**config.mk**
```make
export PLATFORM = sky130hd
export DESIGN_NAME = nibble_serial_adder_flat
export DESIGN_NICKNAME = d
export VERILOG_FILES = /design/src/rtl/nibble_serial_adder_pkg.sv /design/src/rtl/nibble_serial_adder_if.sv /design/src/rtl/nibble_serial_adder_hc283.sv /design/src/rtl/nibble_serial_adder.sv /design/src/flat_wrapper.sv
export SDC_FILE = /design/constraint.sdc
export NUM_CORES = 1
export LEC_CHECK = 0
export CAP_MARGIN = 20
export CORE_MARGIN = 2
export CORE_UTILIZATION = 55
export CTS_CLUSTER_SIZE = 12
export DETAILED_ROUTE_END_ITERATION = 10
export PLACE_DENSITY = 0.85
export SETUP_SLACK_MARGIN = 0.05
export SLEW_MARGIN = 0
export SYNTH_ARGS = -nofsm -noshare
export SYNTH_HDL_FRONTEND = slang
export SYNTH_SLANG_ARGS = --single-unit
```
**constraint.sdc**
```tcl
create_clock -name clk -period 3.81 [get_ports clk]
set_input_delay 0.381 -clock clk [delete_from_list [all_inputs] [get_ports clk]]
set_output_delay 0.381 -clock clk [all_outputs]
set_load 0.005 [all_outputs]
```
**src/rtl/nibble_serial_adder_pkg.sv**
```systemverilog
// Shared definitions for the nibble-serial adder: FSM states and nibble width.
package nibble_serial_adder_pkg;

    localparam int unsigned NIB_W = 4;

    typedef enum logic [1:0] {
        IDLE = 2'd0,
        RUN  = 2'd1,
        DONE = 2'd2
    } state_t;

endpackage

```
**src/rtl/nibble_serial_adder_if.sv**
```systemverilog
// Operand/result handshake bundle between a producer (master) and the adder (slave).
interface nibble_serial_adder_if
    import nibble_serial_adder_pkg::*;
#(
    parameter int unsigned NIBBLES = 4
);
    localparam int unsigned W = NIB_W * NIBBLES;

    logic         in_valid;
    logic         in_ready;
    logic [W-1:0] op_a;
    logic [W-1:0] op_b;
    logic         op_sub;
    logic         out_valid;
    logic         out_ready;
    logic [W-1:0] sum;
    logic         cout;
    logic         ovf;

    modport master (
        output in_valid, op_a, op_b, op_sub, out_ready,
        input  in_ready, out_valid, sum, cout, ovf
    );

    modport slave (
        input  in_valid, op_a, op_b, op_sub, out_ready,
        output in_ready, out_valid, sum, cout, ovf
    );

endinterface

```
**src/rtl/nibble_serial_adder_hc283.sv**
```systemverilog
// hc283 cell: 4-bit binary full adder with carry in/out, purely combinational.
module hc283 (
    input  logic [3:0] inA,
    input  logic [3:0] inB,
    input  logic       cin,
    output logic [3:0] out,
    output logic       cout
);

    assign {cout, out} = {1'b0, inA} + {1'b0, inB} + {4'b0000, cin};

endmodule

```
**src/rtl/nibble_serial_adder.sv**
```systemverilog
// W-bit add/subtract through one shared hc283, one nibble per clock, LSB nibble first.
module nibble_serial_adder
    import nibble_serial_adder_pkg::*;
#(
    parameter int unsigned NIBBLES = 4
) (
    input  logic                 clk,
    input  logic                 rst_n,
    nibble_serial_adder_if.slave bus
);

    localparam int unsigned W  = NIB_W * NIBBLES;
    localparam int unsigned IW = $clog2(NIBBLES);
    localparam logic [IW-1:0] LAST = IW'(NIBBLES - 1);

    state_t          state;
    logic [IW-1:0]   idx;
    logic            carry;
    logic [W-1:0]    a_reg;
    logic [W-1:0]    b_reg;
    logic [W-1:0]    sum_reg;
    logic            ovf_reg;
    logic            in_ready_reg;
    logic            out_valid_reg;

    logic [NIB_W-1:0] a_nib;
    logic [NIB_W-1:0] b_nib;
    logic [NIB_W-1:0] add_out;
    logic             add_cout;

    always_comb begin
        a_nib = a_reg[idx*NIB_W +: NIB_W];
        b_nib = b_reg[idx*NIB_W +: NIB_W];
    end

    hc283 u_add (
        .inA  (a_nib),
        .inB  (b_nib),
        .cin  (carry),
        .out  (add_out),
        .cout (add_cout)
    );

    always_ff @(posedge clk or negedge rst_n) begin
        if (!rst_n) begin
            state         <= IDLE;
            idx           <= '0;
            carry         <= 1'b0;
            a_reg         <= '0;
            b_reg         <= '0;
            sum_reg       <= '0;
            ovf_reg       <= 1'b0;
            in_ready_reg  <= 1'b1;
            out_valid_reg <= 1'b0;
        end else begin
            case (state)
                IDLE: begin
                    if (bus.in_valid) begin
                        // Subtraction is A + ~B + 1: invert B and seed the carry.
                        a_reg        <= bus.op_a;
                        b_reg        <= bus.op_b ^ {W{bus.op_sub}};
                        carry        <= bus.op_sub;
                        idx          <= '0;
                        in_ready_reg <= 1'b0;
                        state        <= RUN;
                    end
                end
                RUN: begin
                    sum_reg[idx*NIB_W +: NIB_W] <= add_out;
                    carry <= add_cout;
                    idx   <= idx + 1'b1;
                    if (idx == LAST) begin
                        // The top nibble's MSB is only known here, so ovf is resolved on this edge.
                        ovf_reg <= (a_reg[W-1] == b_reg[W-1]) &&
                                   (add_out[NIB_W-1] != a_reg[W-1]);
                        out_valid_reg <= 1'b1;
                        state         <= DONE;
                    end
                end
                DONE: begin
                    if (bus.out_ready) begin
                        out_valid_reg <= 1'b0;
                        in_ready_reg  <= 1'b1;
                        state         <= IDLE;
                    end
                end
                default: begin
                    out_valid_reg <= 1'b0;
                    in_ready_reg  <= 1'b1;
                    state         <= IDLE;
                end
            endcase
        end
    end

    assign bus.in_ready  = in_ready_reg;
    assign bus.out_valid = out_valid_reg;
    assign bus.sum       = sum_reg;
    assign bus.cout      = carry;
    assign bus.ovf       = ovf_reg;

endmodule

```
**src/flat_wrapper.sv**
```systemverilog
// flat-port wrapper written by rule: the top's interface ports become plain ports
module nibble_serial_adder_flat import nibble_serial_adder_pkg::*;
#(
    parameter int unsigned NIBBLES = 4
)
  (clk, rst_n, bus_in_valid, bus_op_a, bus_op_b, bus_op_sub, bus_out_ready, bus_in_ready, bus_out_valid, bus_sum, bus_cout, bus_ovf);
  nibble_serial_adder_if #(.NIBBLES(NIBBLES)) bus_i ();
  input  logic clk;
  input  logic rst_n;
  input wire logic [$bits(bus_i.in_valid)-1:0] bus_in_valid;
  input wire logic [$bits(bus_i.op_a)-1:0] bus_op_a;
  input wire logic [$bits(bus_i.op_b)-1:0] bus_op_b;
  input wire logic [$bits(bus_i.op_sub)-1:0] bus_op_sub;
  input wire logic [$bits(bus_i.out_ready)-1:0] bus_out_ready;
  output wire logic [$bits(bus_i.in_ready)-1:0] bus_in_ready;
  output wire logic [$bits(bus_i.out_valid)-1:0] bus_out_valid;
  output wire logic [$bits(bus_i.sum)-1:0] bus_sum;
  output wire logic [$bits(bus_i.cout)-1:0] bus_cout;
  output wire logic [$bits(bus_i.ovf)-1:0] bus_ovf;
  assign bus_i.in_valid = bus_in_valid;
  assign bus_i.op_a = bus_op_a;
  assign bus_i.op_b = bus_op_b;
  assign bus_i.op_sub = bus_op_sub;
  assign bus_i.out_ready = bus_out_ready;
  assign bus_in_ready = bus_i.in_ready;
  assign bus_out_valid = bus_i.out_valid;
  assign bus_sum = bus_i.sum;
  assign bus_cout = bus_i.cout;
  assign bus_ovf = bus_i.ovf;
  nibble_serial_adder #(.NIBBLES(NIBBLES)) u_core (.clk(clk), .rst_n(rst_n), .bus(bus_i));
endmodule
```
; Word-level counts from Yosys, hierarchy flattened
; Cells that the tools add are included.
[classes]
addsub = 4
n_eq_ne = 8
n_shift = 4
mux = 15
bitwise_logic = 3
n_reduce_logical = 9
[op_table]
columns = operator, count
row1 = $neg A4 Y34, 1
row2 = $shift A4 B34 Y16 const A, 1
row3 = $shiftx A4 B34 Y16, 1
row4 = $shiftx A16 B5 Y4, 2
row5 = $bwmux W16, 1
row6 = $xor A16 B16 Y16, 1
row7 = $reduce_and A3 Y1, 3
row8 = $mux W2, 4
row9 = $pmux W1 S3, 2
row10 = $pmux W2 S3, 1
row11 = $reduce_and A2 Y1, 3
row12 = $add A4 B4 Y5, 1
row13 = $add A5 B1 Y5, 1
row14 = $mux W1, 5
row15 = $eq A2 B2 Y1 const B, 2
row16 = $ne A2 B2 Y1 const B, 2
row17 = $pmux W2 S2, 1
row18 = $add A2 B1 Y2 const B, 1
row19 = $eq A2 B1 Y1 const B, 1
row20 = $logic_not A2 Y1, 1
row21 = $ne A2 B1 Y1 const B, 1
row22 = $not A1 Y1, 2
row23 = $pmux W1 S2, 1
row24 = $reduce_bool A2 Y1, 1
row25 = other kinds (3), 3
[totals]
regBits = 56
inputBits = 37
out_inout_bits = 20
wordCells = 52

; Longest topological paths before layout
; Gate-level depths: netlist (run 1).
[depth]
ltp_word = 5
ltp_mapped = 8
mapped_depth_nobuf = 7

; Hierarchy
; Synthesis (run 1) repeated with hierarchy kept, for this count alone.
[unflattened]
cells_unflattened = 233
area_unflattened_um2 = 2751.4
[by_module_without_submodules]
columns = mod, instances, cells_each, area_each_um2, seq_area_each_um2
row1 = nibble_serial_adder, 1, 217, 2607.5, 1402.6
row2 = hc283, 1, 16, 143.9, 0.0

; Worst setup path before layout (run 1)
; No wires, ideal clock.
[synth_path]
kind = reg2reg
from = reg u_core.idx[0]
to = reg u_core.ovf_reg, in the netlist u_core.bus.ovf
setup_time_ns = 0.088
arrival_time_ns = 2.522
required_ns = 3.722
path_slack_ns = 1.199
path_stages_with_launch = 8
n_path_buf = 1
synth_period_minus_slack_ns = 2.611
cell_sequence = dfrtp_1 buf_4 mux4_2 ha_1 a21oi_1 a21oi_1 or4_1 a41oi_1
[synth_via]
elab_chain_len = 5
elab_cells_between_ends = 8
cone_classes = add/sub: 2 / eq/ne: 2 / shift: 2 / reduce/logical: 2
[synth_rtl]
columns = item, line
row1 = "start, declared", nibble_serial_adder.sv:17  ; logic [IW-1:0] idx;
row2 = "start signal, assigned", nibble_serial_adder.sv:71  ; idx <= idx + 1'b1;
row3 = $shiftx A16 B5 Y4 (on tied branches), "nibble_serial_adder.sv:32, nibble_serial_adder.sv:33"
row4 = $add A4 B4 Y5, nibble_serial_adder_hc283.sv:10  ; assign {cout, out} = {1'b0, inA} + {1'b0, inB} + {4'b0000, cin};
row5 = $add A5 B1 Y5, nibble_serial_adder_hc283.sv:10
row6 = $ne A1 B1 Y1, nibble_serial_adder.sv:75  ; (add_out[NIB_W-1] != a_reg[W-1]);
row7 = $logic_and A1 B1 Y1, nibble_serial_adder.sv:74  ; ovf_reg <= (a_reg[W-1] == b_reg[W-1]) &&
row8 = "end signal, assigned", nibble_serial_adder.sv:74
row9 = "end, declared", nibble_serial_adder.sv:22  ; logic ovf_reg;
; Several ways; a longest one is shown, not always the timed one.
; A chain may end at the register's enable or synchronous reset.

; Worst setup path after layout (run 1)
[layout_path]
from = reg u_core.idx[0]
to = reg u_core.sum_reg[14], in the netlist u_core.bus.sum[14]
[layout_via]
elab_chain_len = 5
elab_cells_between_ends = 8
cone_classes = add/sub: 3 / shift: 4 / mux: 1
[layout_rtl]
columns = item, line
row1 = $shiftx A16 B5 Y4 (on tied branches), "nibble_serial_adder.sv:32, nibble_serial_adder.sv:33"
row2 = $add A4 B4 Y5, nibble_serial_adder_hc283.sv:10
row3 = $add A5 B1 Y5, nibble_serial_adder_hc283.sv:10
row4 = $shiftx A4 B34 Y16, nibble_serial_adder.sv:69  ; sum_reg[idx*NIB_W +: NIB_W] <= add_out;
row5 = $bwmux W16 *, nibble_serial_adder.sv:69
row6 = "end signal, assigned by index", nibble_serial_adder.sv:69
row7 = "end, declared", nibble_serial_adder.sv:21  ; logic [W-1:0] sum_reg;
; Every way passes the cells marked *; elsewhere a longest branch is shown, timed or not.

==> flow_summary.yaml, run 1 <==
clock_network:
  cts_resized: 0
  worstSkewPairLatency_ps: 310
  cts_tree: "built"
  cts_root_buf: "clkbuf_8"
  clkTransAtPathRegs_ps: 90
  cts_buffers: 5
  post_cts_buffers: 0
  cts.sinks: 56
  cts.htree.levels: 2
  ctsLongestPathBuffers: 2
  ctsHoldBuffers: 0
timing:
  fin_crit_sh_pct: 79.3
  setup_tns_ps: 0
  rsz0062_at_grt: "no"
  tightest_slew_ps: 904
  finalSetupViolations: 0
  fin_crit_ps: 3020
  fin_skew_ps: 7.05
  drv_slew: 0
  hold_viol_final: 0
  max_freq_mhz: 331
  relSlewSlack_pct: 39.5
yosys:
  yosysTopAreaCellShare_pct: 51.1
  synthTopCellsByArea: "dfrtp_1 (51%), mux2_2 (6.7%), mux4_2 (6.7%)"
  yosysTopAreaCell: "dfrtp_1"
  ys_warn_count: 0
  synth_area_per_cell_um2: 12.7
  ys_types: 31
  syn_inst: 213
  synth_nets: 261
  syn_area_um2: 2700
  ys_seq_elements: 56
  ys_seq_area_share_pct: 52.0
setup_path:
  critPathMaxStageDelay_ps: 890
  crit_slowest_cell: "dfrtp_1"
  critPathKind: "flip-flop to flip-flop"
  worstPathCellList: "mux4_2, fa_1, fa_1, xor2_1, a22o_1"
  r2r_slack_ps: 790
  crit_fanout: 17
  critPathLaunchType: "flip-flop"
  required_ps: 4060
  cp.arrival_ps: 3270
  crit_top_cell: "fa_1"
  endpoint_kind: "flip-flop"
drt:
  wirelength_um: 4890
  routedWlPerCell_um: 14.6
  drc: 0
  wl_met3_um: 199
  wl_met1_um: 2180
  dr.pass1.iters: 4
  highest_layer: "met4"
  routed_via_density: 5.40
  dr.first_iter.drc_count: 59
  num_vias: 1808
  dr_wl_met2_um: 2460
  ant_nets: 0
die:
  die_x_um: 74
  dieArea_um2: 5480
  num_rows: 25
  die_y_um: 74
  io_pins: 57
  start_util_pct: 57.1
  fp.coreArea_um2: 4720
global_routing:
  antenna_found_initial: 0
  grt_usage_pct: 19.7
  grt_overflow: 0
  grt_max_degree: 57
  grt_pass1_vias: 1738
  grt_pass1_wl_um: 8140
pwr:
  power.density_nw_per_um2: 856
  ir_worst_vdd_mv: 0.451
  power.total_mw: 2.90
  p_leak_nw: 1.39
place:
  portBuffers: 56
  dp_hpwl_um: 3560
  place_congestion: 0.850
  placed_area_um2: 3290
cells_and_area:
  area_growth_pct: 25.7
  multi_input_area_um2: 1220
  final_area_um2: 3390
  regArea_um2: 1400
  postLayoutCoreUtil_pct: 71.7
  final_cell_mix: "clkdlybuf4s50_1 (55), dfrtp_1 (55), a21oi_1 (22), nor2_1 (22)"
  nets: 315
  nFillCells: 342
  drive_above_1_share_pct: 14.6
  diodes: 0
flow_run:
  max_cap_violations: 0
min_path:
  hp-class: "input port to async pin"
outcome:
  status: "finished clean"
==> layout make-up <==
class | instances | share of cell area [%]
well taps | 67 | 2.47
clock buffers | 8 | 2.95
flip-flops and latches | 56 | 41.4
repair buffers | 58 | 16.8
multi-input cells | 142 | 35.9
inverters | 4 | 0.443
==> metrics by stage <==
stage | instances | hold WS (ps) | setup WS (ps)
2_1_floorplan | 213 | 85.4 | 1200
3_3_place_gp | 327 | 490 | 878
3_5_place_dp | 327 | 489 | 766
4_1_cts | 335 | 215 | 742
5_1_grt | 335 | 249 | 563
6_report | 335 | 187 | 789
==> worst paths after layout <==
check	endpoint	depth (start not counted)	startpoint
setup / recovery	u_core.bus.sum[14]	5	u_core.idx[0]
hold / removal	u_core.bus.out_valid	2	rst_n
setup reg to reg	u_core.bus.sum[14]	5	u_core.idx[0]
hold reg to reg	u_core.bus.sum[3]	1	u_core.bus.sum[3]
max in group asynchronous	u_core.b_reg[12]	2	rst_n
min in group clk	u_core.bus.sum[3]	1	u_core.bus.sum[3]
==> worst max-delay path, delay by kind of cell, from the launching register on <==
family | cells | cell delay [ps]
compound gates | 1 | 210
xor+xnor | 1 | 370
fa+ha+maj | 2 | 850
flops | 1 | 890
mux | 1 | 630
==> power breakdown <==
| group | total [mW] | internal, mW | switching (mW) |
|---|---|---|---|
| Combinational | 1.47 | 0.741 | 0.726 |
| Sequential | 1.09 | 0.860 | 0.228 |
| Clock | 0.346 | 0.166 | 0.180 |
==> cell families after synthesis <==
kind of cell | synth area share, %
XOR/XNOR | 5.52
flip-flops | 52.0
adder cells (fa/ha/maj) | 5.66
AO/OA/AOI/OAI | 11.9
buffers and inverters | 2.83
multiplexers | 13.4
AND/OR/NAND/NOR | 8.68
==> synthesized netlist by cell type <==
cell and number:
o21ai_0 3, nor2b_2 1, a21oi_1 22, nor3b_4 1, o21bai_1 1, buf_2 7, nor2b_1 1, dfrtp_1 55
a22o_1 16, and4b_1 1, mux2_2 16, nor2_1 22, clkbuf_1 1, ha_1 9, or4_1 1, nor4b_4 2
inv_1 4, o31ai_1 2, buf_4 3, o22a_1 1, nand2_1 11, o211ai_1 1, a41oi_1 1, xnor2_1 16
dfstp_2 1, xor2_1 1, fa_1 2, a22oi_1 1, mux4_2 8, and3_1 1, nand3_1 1
==> routing by layer <==
metal | track usage (%) | vias up
li1 | - | 868
met3 | 4.20 | 7
met5 | 0 | -
met1 | 27.1 | 883
met4 | 6.26 | 0
met2 | 31.7 | 50
No activity file was read; power rests on OpenSTA's default activity.
==> inputs of run 2 (changes only) <==
--- a/config.mk
+++ b/config.mk
@@ -7,10 +7,10 @@
 export LEC_CHECK = 0
 export CAP_MARGIN = 20
 export CORE_MARGIN = 2
-export CORE_UTILIZATION = 55
+export CORE_UTILIZATION = 46
 export CTS_CLUSTER_SIZE = 12
 export DETAILED_ROUTE_END_ITERATION = 10
-export PLACE_DENSITY = 0.85
+export PLACE_DENSITY = 0.76
 export SETUP_SLACK_MARGIN = 0.05
 export SLEW_MARGIN = 0
 export SYNTH_ARGS = -nofsm -noshare
==> constraint.sdc (replaced) <==
create_clock -name clk -period 2.59 [get_ports clk]
set_input_delay 0.259 -clock clk [delete_from_list [all_inputs] [get_ports clk]]
set_output_delay 0.259 -clock clk [all_outputs]
set_load 0.005 [all_outputs]
==> flow_summary.yaml, run 2 (synthesized netlist as in run 1, its figures left out) <==
outcome:
  status: "finished clean"
setup_path:
  worstPathCellList: "buf_4, mux4_2, ha_1, nand3_1, and3_1, or4_4, a41oi_2"
  reg2reg_depth: 7
  crit_fanout: 8
  path_buf_inv: 1
  r2r_slack_ps: 150
  critPathLaunchType: "flip-flop"
  path_depth: 7
  cp.arrival_ps: 2680
  endpoint_kind: "flip-flop"
  cpLargestDelayFamily: "simple AND/OR/NAND/NOR gates"
  required_ps: 2820
  crit_slowest_cell: "mux4_2"
  critPathMaxStageDelay_ps: 510
  critPathKind: "flip-flop to flip-flop"
place:
  dp_hpwl_um: 3860
  place_congestion: 0.791
  portBuffers: 56
die:
  num_rows: 27
  start_util_pct: 48.4
  dieArea_um2: 6490
  io_pins: 57
  fp.coreArea_um2: 5570
  die_y_um: 80.5
  die_x_um: 80.5
timing:
  max_freq_mhz: 409
  fin_crit_ps: 2440
  fin_crit_sh_pct: 94.3
  hold_viol_final: 0
  finalSetupViolations: 0
  drv_slew: 0
  whs_ps: 510
  tightest_slew_ps: 662
  relSlewSlack_pct: 55.9
  rsz0062_at_grt: "yes"
  fin_skew_ps: 7.22
cells_and_area:
  nFillCells: 458
  nets: 327
  area_growth_pct: 31.0
  final_cell_mix: "clkdlybuf4s50_1 (55), dfrtp_1 (54), nor2_1 (22)"
  postLayoutCoreUtil_pct: 63.3
  diodes: 0
  layout_commonest_cell: "clkdlybuf4s50_1"
  drive_above_1_share_pct: 20.7
drt:
  dr.first_iter.drc_count: 114
  num_vias: 1845
  drc: 0
  routed_via_density: 5.24
  ant_nets: 0
  wirelength_um: 5260
  routedWlPerCell_um: 15.0
  dr.pass1.iters: 4
clock_network:
  ctsLongestPathBuffers: 2
  clkTransAtPathRegs_ps: 100
  cts_tree: "built"
  cts_root_buf: "clkbuf_8"
  worstSkewPairLatency_ps: 310
  cts.sinks: 56
  cts.htree.levels: 2
  cts_buffers: 5
pwr:
  power.density_nw_per_um2: 1320
  ir_worst_vdd_mv: 0.639
  p_leak_nw: 1.45
global_routing:
  grt_pass1_vias: 1907
  grt_usage_pct: 17.9
  antenna_found_initial: 0
  grt_overflow: 0
  grt_pass1_wl_um: 9020
  grt_max_degree: 37
flow_run:
  max_cap_violations: 0
min_path:
  hp-class: "input port to async pin"
[run 2: cell types whose count changed in the layout (fill, tap and decap cells not counted), moves of 2 or more]
cell,previous run,this run
buf_4,2,12
clkbuf_8,7,5
fa_1,2,0
fa_2,0,2
[run 2: path summary, 6_finish.rpt]
path                                      end               start
min                           u_core.a_reg[4]               rst_n
max                            u_core.bus.ovf       u_core.idx[0]
min reg2reg                u_core.bus.sum[11]  u_core.bus.sum[11]
min in group clk           u_core.bus.sum[11]  u_core.bus.sum[11]
max in group asynchronous    u_core.a_reg[15]               rst_n
max reg2reg                    u_core.bus.ovf       u_core.idx[0]
[run 2: per-stage QoR]
stage	total power, mW	std cells	TNS (ps)	worst slack (ps)	area (um2)
after floorplan	3.08	213	0	70.5	2700
after global placement	3.77	338	0	62.8	3340
after detailed placement	3.87	338	-3.60	-3.60	3340
after CTS	4.51	350	0	77.6	3490
after global routing	5.02	352	0	34.3	3530
final	4.67	352	0	147	3530
[run 2: final cells by class]
type	count	area (um2)	share of cell area, %
Sequential cell	56	1400	39.8
Multi-Input combinational cell	142	1250	35.3
Timing Repair Buffer	70	667	18.9
Tap cell	72	90.1	2.55
Clock buffer	6	72.6	2.06
Clock inverter	2	35.0	0.993
Inverter	4	15.0	0.425
[run 2: power by group]
group,leakage (nW),internal [mW],switching [mW]
combinational,0.725,1.28,1.25
clock,0.0552,0.287,0.275
sequential,0.675,1.27,0.299
[run 2: what timing repair did]
item,CTS,global route
gates resized for setup,1,7
setup endpoints to repair,5,6
hold buffers,1,0
hold endpoints to repair,10,0
setup buffers,3,2
[run 2: routing by layer]
metal	share of wire (%)	vias up	GRT usage [%]
li1	-	890	-
met1	43	893	23.9
met3	5.6	5	4.49
met2	51	57	30.0
met4	0.76	0	3.39
met5	0	-	0
